$ cat src/rtl/seg7_scan.sv
// seg7_scan: multiplexed 7-segment display scanner.
// Each digit slot is PRESCALE+1 clocks long. It starts with BLANK_CYCLES of
// blanking and then lights one digit. The glyph and decimal point are latched
// when the slot lights. Every output is a flop, so reset darkens the display
// at once and no combinational path runs from the inputs to the pins.
module seg7_scan #(
    parameter int          DIGITS       = 4,
    parameter logic [23:0] PRESCALE     = 24'd29999,
    parameter int          BLANK_CYCLES = 255
) (
    input  logic                  clk,
    input  logic                  rstN,
    input  logic                  enable,
    input  logic [4*DIGITS-1:0]   data,
    input  logic [DIGITS-1:0]     dpIn,
    output logic [6:0]            segN,
    output logic                  dpN,
    output logic [DIGITS-1:0]     digitN,
    output logic [2:0]            scanIdx
);

    typedef enum logic [1:0] {
        ST_OFF   = 2'd0,
        ST_BLANK = 2'd1,
        ST_SHOW  = 2'd2
    } state_t;

    localparam logic [23:0]       BLANK_END = 24'(BLANK_CYCLES - 1);
    localparam logic [2:0]        IDX_LAST  = 3'(DIGITS - 1);
    localparam logic [DIGITS-1:0] DIGIT0    = {{(DIGITS-1){1'b0}}, 1'b1};

    state_t            state_q, state_d;
    logic [23:0]       presc_q, presc_d;
    logic [2:0]        idx_q, idx_d;
    logic [6:0]        seg_q, seg_d;
    logic              dp_q, dp_d;
    logic [DIGITS-1:0] dig_q, dig_d;

    logic              tick;
    logic              blank_done;

    // The nibble and dp tables are padded to eight entries. This lets the
    // 3-bit slot index address them directly for any DIGITS value.
    logic [3:0] nib [8];
    logic       dp_ext [8];

    genvar gi;
    generate
        for (gi = 0; gi < 8; gi++) begin : g_slot
            if (gi < DIGITS) begin : g_used
                assign nib[gi]    = data[4*gi +: 4];
                assign dp_ext[gi] = dpIn[gi];
            end else begin : g_pad
                assign nib[gi]    = 4'h0;
                assign dp_ext[gi] = 1'b0;
            end
        end
    endgenerate

    // Active-high hex glyphs, with bit0 = a through bit6 = g.
    function automatic logic [6:0] hex7(input logic [3:0] n);
        logic [6:0] p;
        case (n)
            4'h0: p = 7'h3F;  4'h1: p = 7'h06;  4'h2: p = 7'h5B;  4'h3: p = 7'h4F;
            4'h4: p = 7'h66;  4'h5: p = 7'h6D;  4'h6: p = 7'h7D;  4'h7: p = 7'h07;
            4'h8: p = 7'h7F;  4'h9: p = 7'h6F;  4'hA: p = 7'h77;  4'hB: p = 7'h7C;
            4'hC: p = 7'h39;  4'hD: p = 7'h5E;  4'hE: p = 7'h79;  default: p = 7'h71;
        endcase
        return p;
    endfunction

    assign tick       = (presc_q == PRESCALE);
    assign blank_done = (presc_q == BLANK_END);

    // Compute the next state and the next value of each registered output.
    // Outputs are dark unless the next state is SHOW.
    always_comb begin
        state_d = state_q;
        presc_d = tick ? 24'd0 : presc_q + 24'd1;
        idx_d   = idx_q;
        seg_d   = 7'h7F;
        dp_d    = 1'b1;
        dig_d   = '1;
        if (!enable) begin
            // Disable wins over everything else, including a tick in the same cycle.
            state_d = ST_OFF;
            presc_d = 24'd0;
            idx_d   = 3'd0;
        end else begin
            case (state_q)
                ST_OFF: begin
                    state_d = ST_BLANK;
                    presc_d = 24'd0;
                    idx_d   = 3'd0;
                end
                ST_BLANK: begin
                    if (blank_done) begin
                        // Latch the glyph and dp of this slot when it lights.
                        state_d = ST_SHOW;
                        seg_d   = ~hex7(nib[idx_q]);
                        dp_d    = ~dp_ext[idx_q];
                        dig_d   = ~(DIGIT0 << idx_q);
                    end
                end
                ST_SHOW: begin
                    if (tick) begin
                        // The slot ends. Go dark before the next digit is
                        // driven, so two digit lines are never low together.
                        state_d = ST_BLANK;
                        idx_d   = (idx_q == IDX_LAST) ? 3'd0 : idx_q + 3'd1;
                    end else begin
                        seg_d = seg_q;
                        dp_d  = dp_q;
                        dig_d = dig_q;
                    end
                end
                default: begin
                    state_d = ST_OFF;
                    presc_d = 24'd0;
                    idx_d   = 3'd0;
                end
            endcase
        end
    end

    // State, prescaler and output registers. Reset clears them at once,
    // without waiting for a clock edge.
    always_ff @(posedge clk or negedge rstN) begin
        if (!rstN) begin
            state_q <= ST_OFF;
            presc_q <= 24'd0;
            idx_q   <= 3'd0;
            seg_q   <= 7'h7F;
            dp_q    <= 1'b1;
            dig_q   <= '1;
        end else begin
            state_q <= state_d;
            presc_q <= presc_d;
            idx_q   <= idx_d;
            seg_q   <= seg_d;
            dp_q    <= dp_d;
            dig_q   <= dig_d;
        end
    end

    assign segN    = seg_q;
    assign dpN     = dp_q;
    assign digitN  = dig_q;
    assign scanIdx = idx_q;

endmodule

$ cat config.mk
export PLATFORM = sky130hd
export DESIGN_NAME = seg7_scan
export DESIGN_NICKNAME = d
export VERILOG_FILES = /design/src/rtl/seg7_scan.sv
export SDC_FILE = /design/constraint.sdc
export NUM_CORES = 1
export LEC_CHECK = 0
export ABC_AREA = 1
export CORE_ASPECT_RATIO = 1.5
export CORE_MARGIN = 10
export CORE_UTILIZATION = 30
export DETAILED_ROUTE_END_ITERATION = 8
export REMOVE_ABC_BUFFERS = 1
export SYNTH_ARGS = -nofsm -noshare
export SYNTH_HDL_FRONTEND = slang
export SYNTH_SLANG_ARGS = --single-unit
export TNS_END_PERCENT = 50
$ cat constraint.sdc
create_clock -name clk -period 1.7 [get_ports clk]
set_input_delay 0.255 -clock clk [delete_from_list [all_inputs] [get_ports clk]]
set_output_delay 0.255 -clock clk [all_outputs]
set_load 0.01 [all_outputs]
==> results of run 1 <==
-- per-stage QoR --
stage | hold WS, ns | util [%] | setup slack [ns]
finish | 0.0298 | 43.3 | 0.0212
global route | 0.0718 | 43.3 | -0.111
detailed placement | 0.356 | 38.2 | -0.248
global placement | 0.357 | 38.2 | -0.223
floorplan | -0.0406 | - | -0.303
CTS | 0.0488 | 41.1 | -0.00570
-- state kept, by name, indices dropped and copies added, names as in the netlist --
signal   cells
digitN       4
dpN          1
presc_q     24
scanIdx      3
segN         7
state_q      2
-- cells by family after synthesis --
group,after synthesis
buffers and inverters,57
XOR/XNOR,5
AO/OA/AOI/OAI,29
adder cells (fa/ha/maj),16
AND/OR/NAND/NOR,243
flip-flops,41
-- worst min-delay path by stage --
stage	to	slack, ns	cells past startpoint
finish	presc_q[19]	0.03	2
global route	presc_q[19]	0.07	2
CTS	presc_q[6]	0.05	2
detailed placement	presc_q[6]	0.36	2
global placement	presc_q[16]	0.36	2
floorplan	presc_q[0]	-0.04	0
-- report_power, final --
part	switching, W	internal, W	total (W)
combinational	0.000654	0.000490	0.00114
sequential	0.0000410	0.00102	0.00106
clock	0.000375	0.000733	0.00111
total	0.00107	0.00224	0.00331
-- repair_timing --
action                                  in CTS  in global routing
endpoints found under the setup margin      11                 19
gates resized for setup                     20                 37
buffers inserted                             4                  7
pin swaps                                   11                 30
gates cloned                                 0                  3
-- per-layer routing --
layer | vias up | wire [microns] | GRT usage, %
met4 | 0 | 159 | 3.71
met1 | 1256 | 3140 | 11.4
met3 | 13 | 237 | 1.73
met5 | - | 0 | 0
met2 | 58 | 4330 | 21.1
li1 | 1402 | - | -
-- area by class of cell --
class,instances,area share [%]
Timing Repair Buffer,81,17.7
Sequential cell,41,26.0
Timing Repair inverter,2,0.312
Clock inverter,1,0.749
Clock buffer,7,3.56
Tap cell,112,3.50
Inverter,49,4.87
Multi-Input combinational cell,294,43.3
-- synthesized netlist by cell type (7+ instances only) --
| library cell | count | area [sq um] |
|---|---|---|
| nand2_1 | 85 | 319 |
| nor2_1 | 81 | 304 |
| inv_1 | 43 | 161 |
| nand3_1 | 32 | 160 |
| dfrtp_1 | 29 | 726 |
| ha_1 | 16 | 200 |
| dfstp_2 | 12 | 315 |
| nor3_1 | 11 | 55.1 |
| a21oi_1 | 9 | 45.0 |
| nand4_1 | 8 | 50.1 |
| nand2_2 | 7 | 43.8 |
==> results.md, run 1 <==
- Main combinational cell family by area after synthesis: simple AND/OR/NAND/NOR gates
- Area Growth Syn to Fin: 40.9%
- Core Region: 0.00925 sq mm
- Final slew viol count: 0
- TritonCTS clock tree: done
- Delay of the slowest critical-path stage: 0.41 ns
- DRC Markers: 0
- WS Path Type: register to register
- Drt initial violations: 94
- Max Cap Viol: 0
- Worst hold path class: input pin to async pin
- Async SR Flop Fraction: 100%
- Post-Syn Area: 0.00285 sq mm
- DR WL/cell: 13.4 microns
- Initial antenna violation count: 0
- Dpl hpwl: 5860 microns
- Hold buffer count at cts: 0
- Top_reg_cell synth: dfrtp_1
- Post-Place Cells: 565
- Status: finished, final reports clean
- R2R Setup Slk: 0.02 ns
- Tot Pwr: 0.00331 W
- Antenna-violating nets left: 0
- RR Startpoint: scanIdx[0]
- DR vias/cell: 4.65
- CP Depth: 13
- Vias: 2,729
- GR Util All Layers: 10.9%
- Worst path cell trace: inv_2, nand2_2, nand3_2, nand2_2, nor2_4, buf_6, ha_4, nand4_1, nand2_1, nand2_1, nand2_1, nor2_1, nor2_1
- Die width: 99.5 microns
- Port Buffers: 37
- Slowest-stage cell, CP: dfrtp_1
- Post-synthesis sequential area ratio: 36.6%
- Core Rows: 43
- Synth Area in XOR/XNOR: 1.54%
- GRT overflow: 0
- Fillers: 957
- Number of buffers created by CTS: 5
- Hold Violations, Final: 0
- Worst setup EP type: register
- Most frequent cells in the layout: nor2_1 (75), nand2_1 (74), buf_4 (41)
- Reg2reg end: segN[3]
- Worst-path clk slew: 0.06 ns
- Fin cells: 587
- Avg Cell Area, Syn: 7.28 sq um
- Most frequent CP cell: nand2_1
- Top Ports: 38
- Post-route cell area: 0.00401 sq mm
- CTS Root Buffer Type: clkbuf_16
- Syn Inst Count: 391
- Antenna diode count: 0
- Multiplexer share of the synthesized area: 0%
- Drt first pass iters: 4
- Worst path required time: 1.92 ns
- Cell leakage power: 1.79 nW
- Commonest non-fill, non-tap cell in the layout: nor2_1
- Clk_skew: 0.00664 ns
- RSZ-0062 raised after global routing: yes
- Final net count: 513
- Slew headroom: 65.1%
- Area of the multi-input gates: 0.00174 sq mm
- Routability Congestion: 0.933
- CP startpoint: scanIdx[0]
- Setup TNS Final: 0 ns
- Delay-heaviest family, CP: simple AND/OR/NAND/NOR gates
- Final min period: 1.68 ns
- H-tree Lvls: 2
- Simple-gate portion of the synthesized area: 40.1%
- Pwr dens: 826 mW/mm^2
- Ratio of cells with drive above 1 in the final layout: 29.9%
- Adder-Cell Fraction of Synth Area: 7.04%
- FF/Latch Area: 0.00104 sq mm
- Setup crit start kind: register
- Worst r2r path cells: 13
- Die height: 139 microns
- Placement Cell Area: 0.00354 sq mm
- Initial Utilization: 30.7%
- Final Cycle Share: 98.8%
- Clock Path Buffers: 2
- Maximum number of pins on one net before global-route repair: 42
- Vias in the first global route: 2,763
- Synth warn: 0
- Slew @ Worst Pin: 0.524 ns
- Post-Route WL: 7870 microns
- Clk sink count: 41
- Setup-violating endpoint count in the final report: 0
- Synth Register Bits: 41
- Clk_lat worst skew: 0.29 ns
- Area of the die: 0.0139 sq mm
- Crit Path Max Fanout: 6
- First-pass GRT wire length: 12,800 microns
- Synth cell types: 33
- Timing endpoint of the critical path: segN[3]
- Worst Path Arrival: 1.90 ns
- EDFF count, synth: 0
- Synth Area in Compound Gates: 6.07%
- Worst path bufs/invs: 2
- Fmax achieved: 596 MHz
- Max rail drop VDD: 0.000503 V
Power figures use the tool's default switching activity.
==> run 2: changes to the inputs <==
--- a/config.mk
+++ b/config.mk
@@ -10,6 +10,7 @@
 export CORE_MARGIN = 10
 export CORE_UTILIZATION = 30
 export DETAILED_ROUTE_END_ITERATION = 8
+export DONT_BUFFER_PORTS = 1
 export REMOVE_ABC_BUFFERS = 1
 export SYNTH_ARGS = -nofsm -noshare
 export SYNTH_HDL_FRONTEND = slang
==> run 2 against run 1 <==
Effect of this change: the flow now finishes with violations (setup timing); clock power up 11%; register-to-register slack worse by 0.03 ns; hold slack better by 0.12 ns; critical endpoint unchanged; largest cell class unchanged; largest power group is now the clock network; highest routed layer unchanged.
==> results.md, run 2 (synthesis gave the netlist of run 1 again) <==
- Final min period: 1.71 ns
- Die width: 99.5 microns
- Failing checks: setup timing
- Worst-path clk slew: 0.06 ns
- Worst path required time: 1.92 ns
- Core Rows: 43
- Commonest non-fill, non-tap cell in the layout: nor2_1
- Worst slack, placed: -0.143 ns
- Port Buffers: 0
- Setup crit start kind: register
- Slew @ Worst Pin: 0.301 ns
- Clk sink count: 41
- Maximum number of pins on one net before global-route repair: 42
- Setup-violating endpoint count in the final report: 1
- Clk_skew: 0.00259 ns
- Antenna-violating nets left: 0
- Area of the die: 0.0139 sq mm
- Hold slack: 0.146 ns
- Final Cycle Share: 100%
- Largest Register: presc_q
- Hold Violations, Final: 0
- CTS Root Buffer Type: clkbuf_16
- Drt initial violations: 130
- Max rail drop VDD: 0.000458 V
- Vias: 2,660
- H-tree Lvls: 2
- Vias in the first global route: 2,654
- Drt first pass iters: 4
- Max Cap Viol: 0
- Fillers: 930
- Worst Path Arrival: 1.93 ns
- Clk_lat worst skew: 0.28 ns
- WS Path Type: register to register
- Dpl hpwl: 5390 microns
- Ratio of cells with drive above 1 in the final layout: 31.6%
- Worst hold path class: input pin to register
- Fmax achieved: 586 MHz
- Final WS setup: -0.00538 ns
- Post-Route WL: 7480 microns
- Die height: 139 microns
- Cell leakage power: 1.68 nW
- Routability Congestion: 0.868
- DRC Markers: 0
- Most frequent cells in the layout: nor2_1 (78), nand2_1 (75), buf_4 (40)
- Number of buffers created by CTS: 5
- GRT overflow: 0
- Core Region: 0.00925 sq mm
- Pwr dens: 904 mW/mm^2
- Final slew viol count: 0
- Clock Path Buffers: 2
- Antenna diode count: 0
- Tot Pwr: 0.00343 W
- First-pass GRT wire length: 12,100 microns
- R2R Setup Slk: -0.005 ns
- Area Growth Syn to Fin: 33.2%
- Slew headroom: 79.9%
- Final net count: 481
- Status: finished with violations
- DR WL/cell: 13.5 microns
- Crit Path Max Fanout: 8
- GR Util All Layers: 10.2%
- RSZ-0062 raised after global routing: yes
- Initial Utilization: 30.7%
- DR vias/cell: 4.79
- Number of flip-flops under the largest register name: 24
- TritonCTS clock tree: done
- Worst setup EP type: register
- Initial antenna violation count: 0
- Top Ports: 38
==> run 2: cell types whose count changed in the layout (fill, tap and decap cells not counted), moves of 3 or more <==
cell	change
clkdlybuf4s50_1	-34
nor2_2	-4
buf_12	+3
nand2_2	-3
nand3_2	-3
nor2_1	+3
o22ai_1	-3
o22ai_2	+3
==> run 2: stage by stage <==
| step | TNS [ns] | utilization (%) | instance area (sq um) | std cells |
|---|---|---|---|---|
| 2_1_floorplan | -1.44 | - | 2780 | 383 |
| 3_3_place_gp | -0.334 | 34.3 | 3170 | 528 |
| 3_5_place_dp | -0.684 | 34.3 | 3170 | 528 |
| 4_1_cts | -0.0874 | 38.0 | 3520 | 542 |
| 5_1_grt | -0.866 | 41.0 | 3790 | 555 |
| 6_report | -0.00538 | 41.0 | 3790 | 555 |
==> run 2: final timing paths <==
| path | startpoint | end | cells past startpoint |
|---|---|---|---|
| max | scanIdx[0] | segN[3] | 12 |
| min | enable | state_q[1] | 2 |
| max reg2reg | scanIdx[0] | segN[3] | 12 |
| min reg2reg | presc_q[0] | presc_q[0] | 1 |
| max in group asynchronous | rstN | dpN | 2 |
| min in group asynchronous | rstN | presc_q[2] | 2 |
==> run 2: layer usage <==
layer / part of all wire [%] / global-route usage [%]
met1: 40 / 10.8
met2: 53 / 18.8
met3: 5.3 / 2.33
met4: 2.2 / 4.01
met5: 0 / 0
==> run 2: critical path: stages (launching register included) <==
cell     delay [ns]
dfrtp_1        0.41
buf_6          0.16
nand2_2        0.06
nand3_2        0.08
nand2_2        0.08
nand2_4        0.07
buf_12         0.14
ha_4           0.26
nand4_1        0.09
nand3_1        0.09
nand2_1        0.05
nor2_1         0.09
nor2_1         0.05
==> run 2: power breakdown <==
part           leakage (nW)  internal [W]  switching (W)
logic                  1.06      0.000470       0.000656
registers             0.527       0.00102      0.0000513
clock network        0.0938      0.000839       0.000392
==> run 2: final cells by class <==
class | instances | area, sq um | share of cell area, %
multi-input combinational | 294 | 1780 | 47.0
sequential | 41 | 1040 | 27.5
timing repair buffer | 49 | 427 | 11.3
inverter | 49 | 195 | 5.15
tap | 112 | 140 | 3.70
clock buffer | 5 | 125 | 3.30
clock inverter | 3 | 65.1 | 1.72
timing repair inverter | 2 | 15.0 | 0.396
==> run 2: timing repair <==
item	CTS	global route
gates cloned	0	3
hold buffers	2	0
setup buffers	4	10
hold endpoints to repair	41	0
resized for setup	24	33
pin swaps	14	21
setup endpoints to repair	9	35
==> run 3: changes to the inputs <==
--- a/config.mk
+++ b/config.mk
@@ -12,6 +12,7 @@
 export DETAILED_ROUTE_END_ITERATION = 8
 export DONT_BUFFER_PORTS = 1
 export REMOVE_ABC_BUFFERS = 1
+export SKIP_LAST_GASP = 1
 export SYNTH_ARGS = -nofsm -noshare
 export SYNTH_HDL_FRONTEND = slang
 export SYNTH_SLANG_ARGS = --single-unit
==> constraint.sdc (replaced) <==
create_clock -name clk -period 1.54 [get_ports clk]
set_input_delay 0.231 -clock clk [delete_from_list [all_inputs] [get_ports clk]]
set_output_delay 0.231 -clock clk [all_outputs]
set_load 0.01 [all_outputs]
==> run 3 against run 2 <==
Effect of this change: the run still ends with setup timing left; first-iteration DRC count shrank 32%; power grew 5.8%; sequential share of layout area shrank 2.1 points; highest routed layer unchanged.
==> results.md, run 3 (synthesis gave the netlist of run 1 again) <==
- Status: finished with violations
- Failing checks: setup timing
- R2R Setup Slk: -0.18 ns
- Post-Route WL: 7890 microns
- Pwr dens: 882 mW/mm^2
- Setup crit start kind: register
- DRC Markers: 0
- Area Growth Syn to Fin: 44.4%
- RR Startpoint: scanIdx[0]
- Routability Congestion: 0.888
- Worst-path clk slew: 0.06 ns
- Initial antenna violation count: 0
- Top Ports: 38
- RSZ-0062 raised after global routing: yes
- Dpl hpwl: 5600 microns
- Worst path bufs/invs: 4
- Worst r2r path cells: 15
- Vias: 2,777
- TritonCTS clock tree: done
- Area of the die: 0.0139 sq mm
- Cell leakage power: 1.82 nW
- Clk_skew: 0.00408 ns
- Final slew viol count: 0
- Worst Path Arrival: 1.94 ns
- Worst path required time: 1.76 ns
- Clk_lat worst skew: 0.28 ns
- Crit Path Max Fanout: 5
- Vias in the first global route: 2,699
- Reg2reg end: segN[3]
- Maximum number of pins on one net before global-route repair: 42
- First-pass GRT wire length: 12,600 microns
- Most frequent cells in the layout: nand2_1 (69), nor2_1 (69), buf_4 (64)
- Worst path cell trace: inv_2, buf_4, nand2_2, nand3_2, nand2_2, nand2_4, inv_4, buf_6, ha_4, nand2_2, nand2_1, nand2_1, nand2_1, nor2_1, nor2_1
- Worst setup EP type: register
- Worst hold path class: input pin to register
- Delay-heaviest family, CP: simple AND/OR/NAND/NOR gates
- Ratio of cells with drive above 1 in the final layout: 42.3%
- Final Cycle Share: 112%
- Max Cap Viol: 0
- Clk sink count: 41
- Port Buffers: 0
- Antenna diode count: 0
- Clock Path Buffers: 2
- Drt first pass iters: 4
- Largest Register: presc_q
- Placement Cell Area: 0.00331 sq mm
- Fin cells: 583
- Worst Hold End: state_q[1]
- GR Util All Layers: 10.7%
- Hold Violations, Final: 0
- WS Path Type: register to register
- Drt initial violations: 88
- Die width: 99.5 microns
- Core Rows: 43
- Hold path cells: 2
- CTS Root Buffer Type: clkbuf_16
- Core Region: 0.00925 sq mm
- Setup-violating endpoint count in the final report: 8
- Final min period: 1.72 ns
- Max rail drop VDD: 0.000561 V
- Initial Utilization: 30.7%
- Antenna-violating nets left: 0
- DR vias/cell: 4.76
- Number of flip-flops under the largest register name: 24
- Delay of the slowest critical-path stage: 0.42 ns
- Die height: 139 microns
- Slew headroom: 81.3%
- Hold path startpoint: enable
- Final WS setup: -0.179 ns
- Slowest-stage cell, CP: dfrtp_1
- H-tree Lvls: 2
- Slew @ Worst Pin: 0.280 ns
- Fmax achieved: 582 MHz
- Number of buffers created by CTS: 5
- Post-route cell area: 0.00411 sq mm
- GRT overflow: 0
- Post-Place Cells: 547
- DR WL/cell: 13.5 microns
- Final net count: 509
run 3: cell count changes in the layout (fill, tap and decap cells not counted), sizes merged:
cell	previous run	this run
bufinv	2	0
clkbuf	5	6
buf	48	78
clkinvlp	3	2
clkinv	1	2
nand2	96	95
run 3: where the power goes:
part | internal [W] | switching, W | total, W
combinational | 0.000650 | 0.000772 | 0.00142
sequential | 0.00112 | 0.0000548 | 0.00118
clock | 0.000596 | 0.000428 | 0.00102
run 3: layout make-up:
type,count,area (sq um)
clock buffer,6,129
sequential,41,1040
timing repair inverter,1,7.51
timing repair buffer,79,683
clock inverter,2,10.0
multi-input combinational,293,1900
inverter,49,193
tap,112,140
fill,915,5140
run 3: layer usage:
metal,share of wire (%),track usage (%)
met1,39,11.4
met2,56,20.2
met3,4.7,2.53
met4,0.82,3.03
met5,0,0
run 3: worst register-to-register path, stage by stage, from the launching register on:
cell and delay, ns:
dfrtp_1 0.42, inv_2 0.13, buf_4 0.12, nand2_2 0.04, nand3_2 0.06, nand2_2 0.07, nand2_4 0.11, inv_4 0.05
buf_6 0.13, ha_4 0.15, nand2_2 0.08, nand2_1 0.05, nand2_1 0.05, nand2_1 0.04, nor2_1 0.10, nor2_1 0.05
run 3: worst max-delay path by stage:
stage	slack (ns)	cells after the start	endpoint	start
2_1_floorplan	-0.46	12	segN[3]	scanIdx[0]
3_3_place_gp	-0.21	12	segN[3]	scanIdx[0]
3_5_place_dp	-0.30	12	segN[3]	scanIdx[0]
4_1_cts	-0.16	15	segN[3]	scanIdx[0]
5_1_grt	-0.36	14	segN[3]	scanIdx[0]
6_report	-0.18	15	segN[3]	scanIdx[0]
run 3: timing repair:
action,in CTS,in global routing
endpoints found under the setup margin,30,40
hold buffers,2,0
pin swaps,25,40
cloned,0,1
endpoints found under the hold margin,41,0
resized for setup,37,65
setup buffers,13,13
run 3: through the flow:
stage	utilization (%)	setup WS, ns	power [W]	setup TNS (ns)	hold slack, ns
after floorplan	-	-0.463	0.00178	-2.56	-0.0646
after global placement	35.8	-0.208	0.00209	-2.19	-0.0622
after detailed placement	35.8	-0.297	0.00211	-2.53	-0.0622
after CTS	40.4	-0.158	0.00339	-0.878	0.125
after global routing	44.4	-0.356	0.00385	-3.83	0.122
final	44.4	-0.179	0.00363	-1.01	0.116
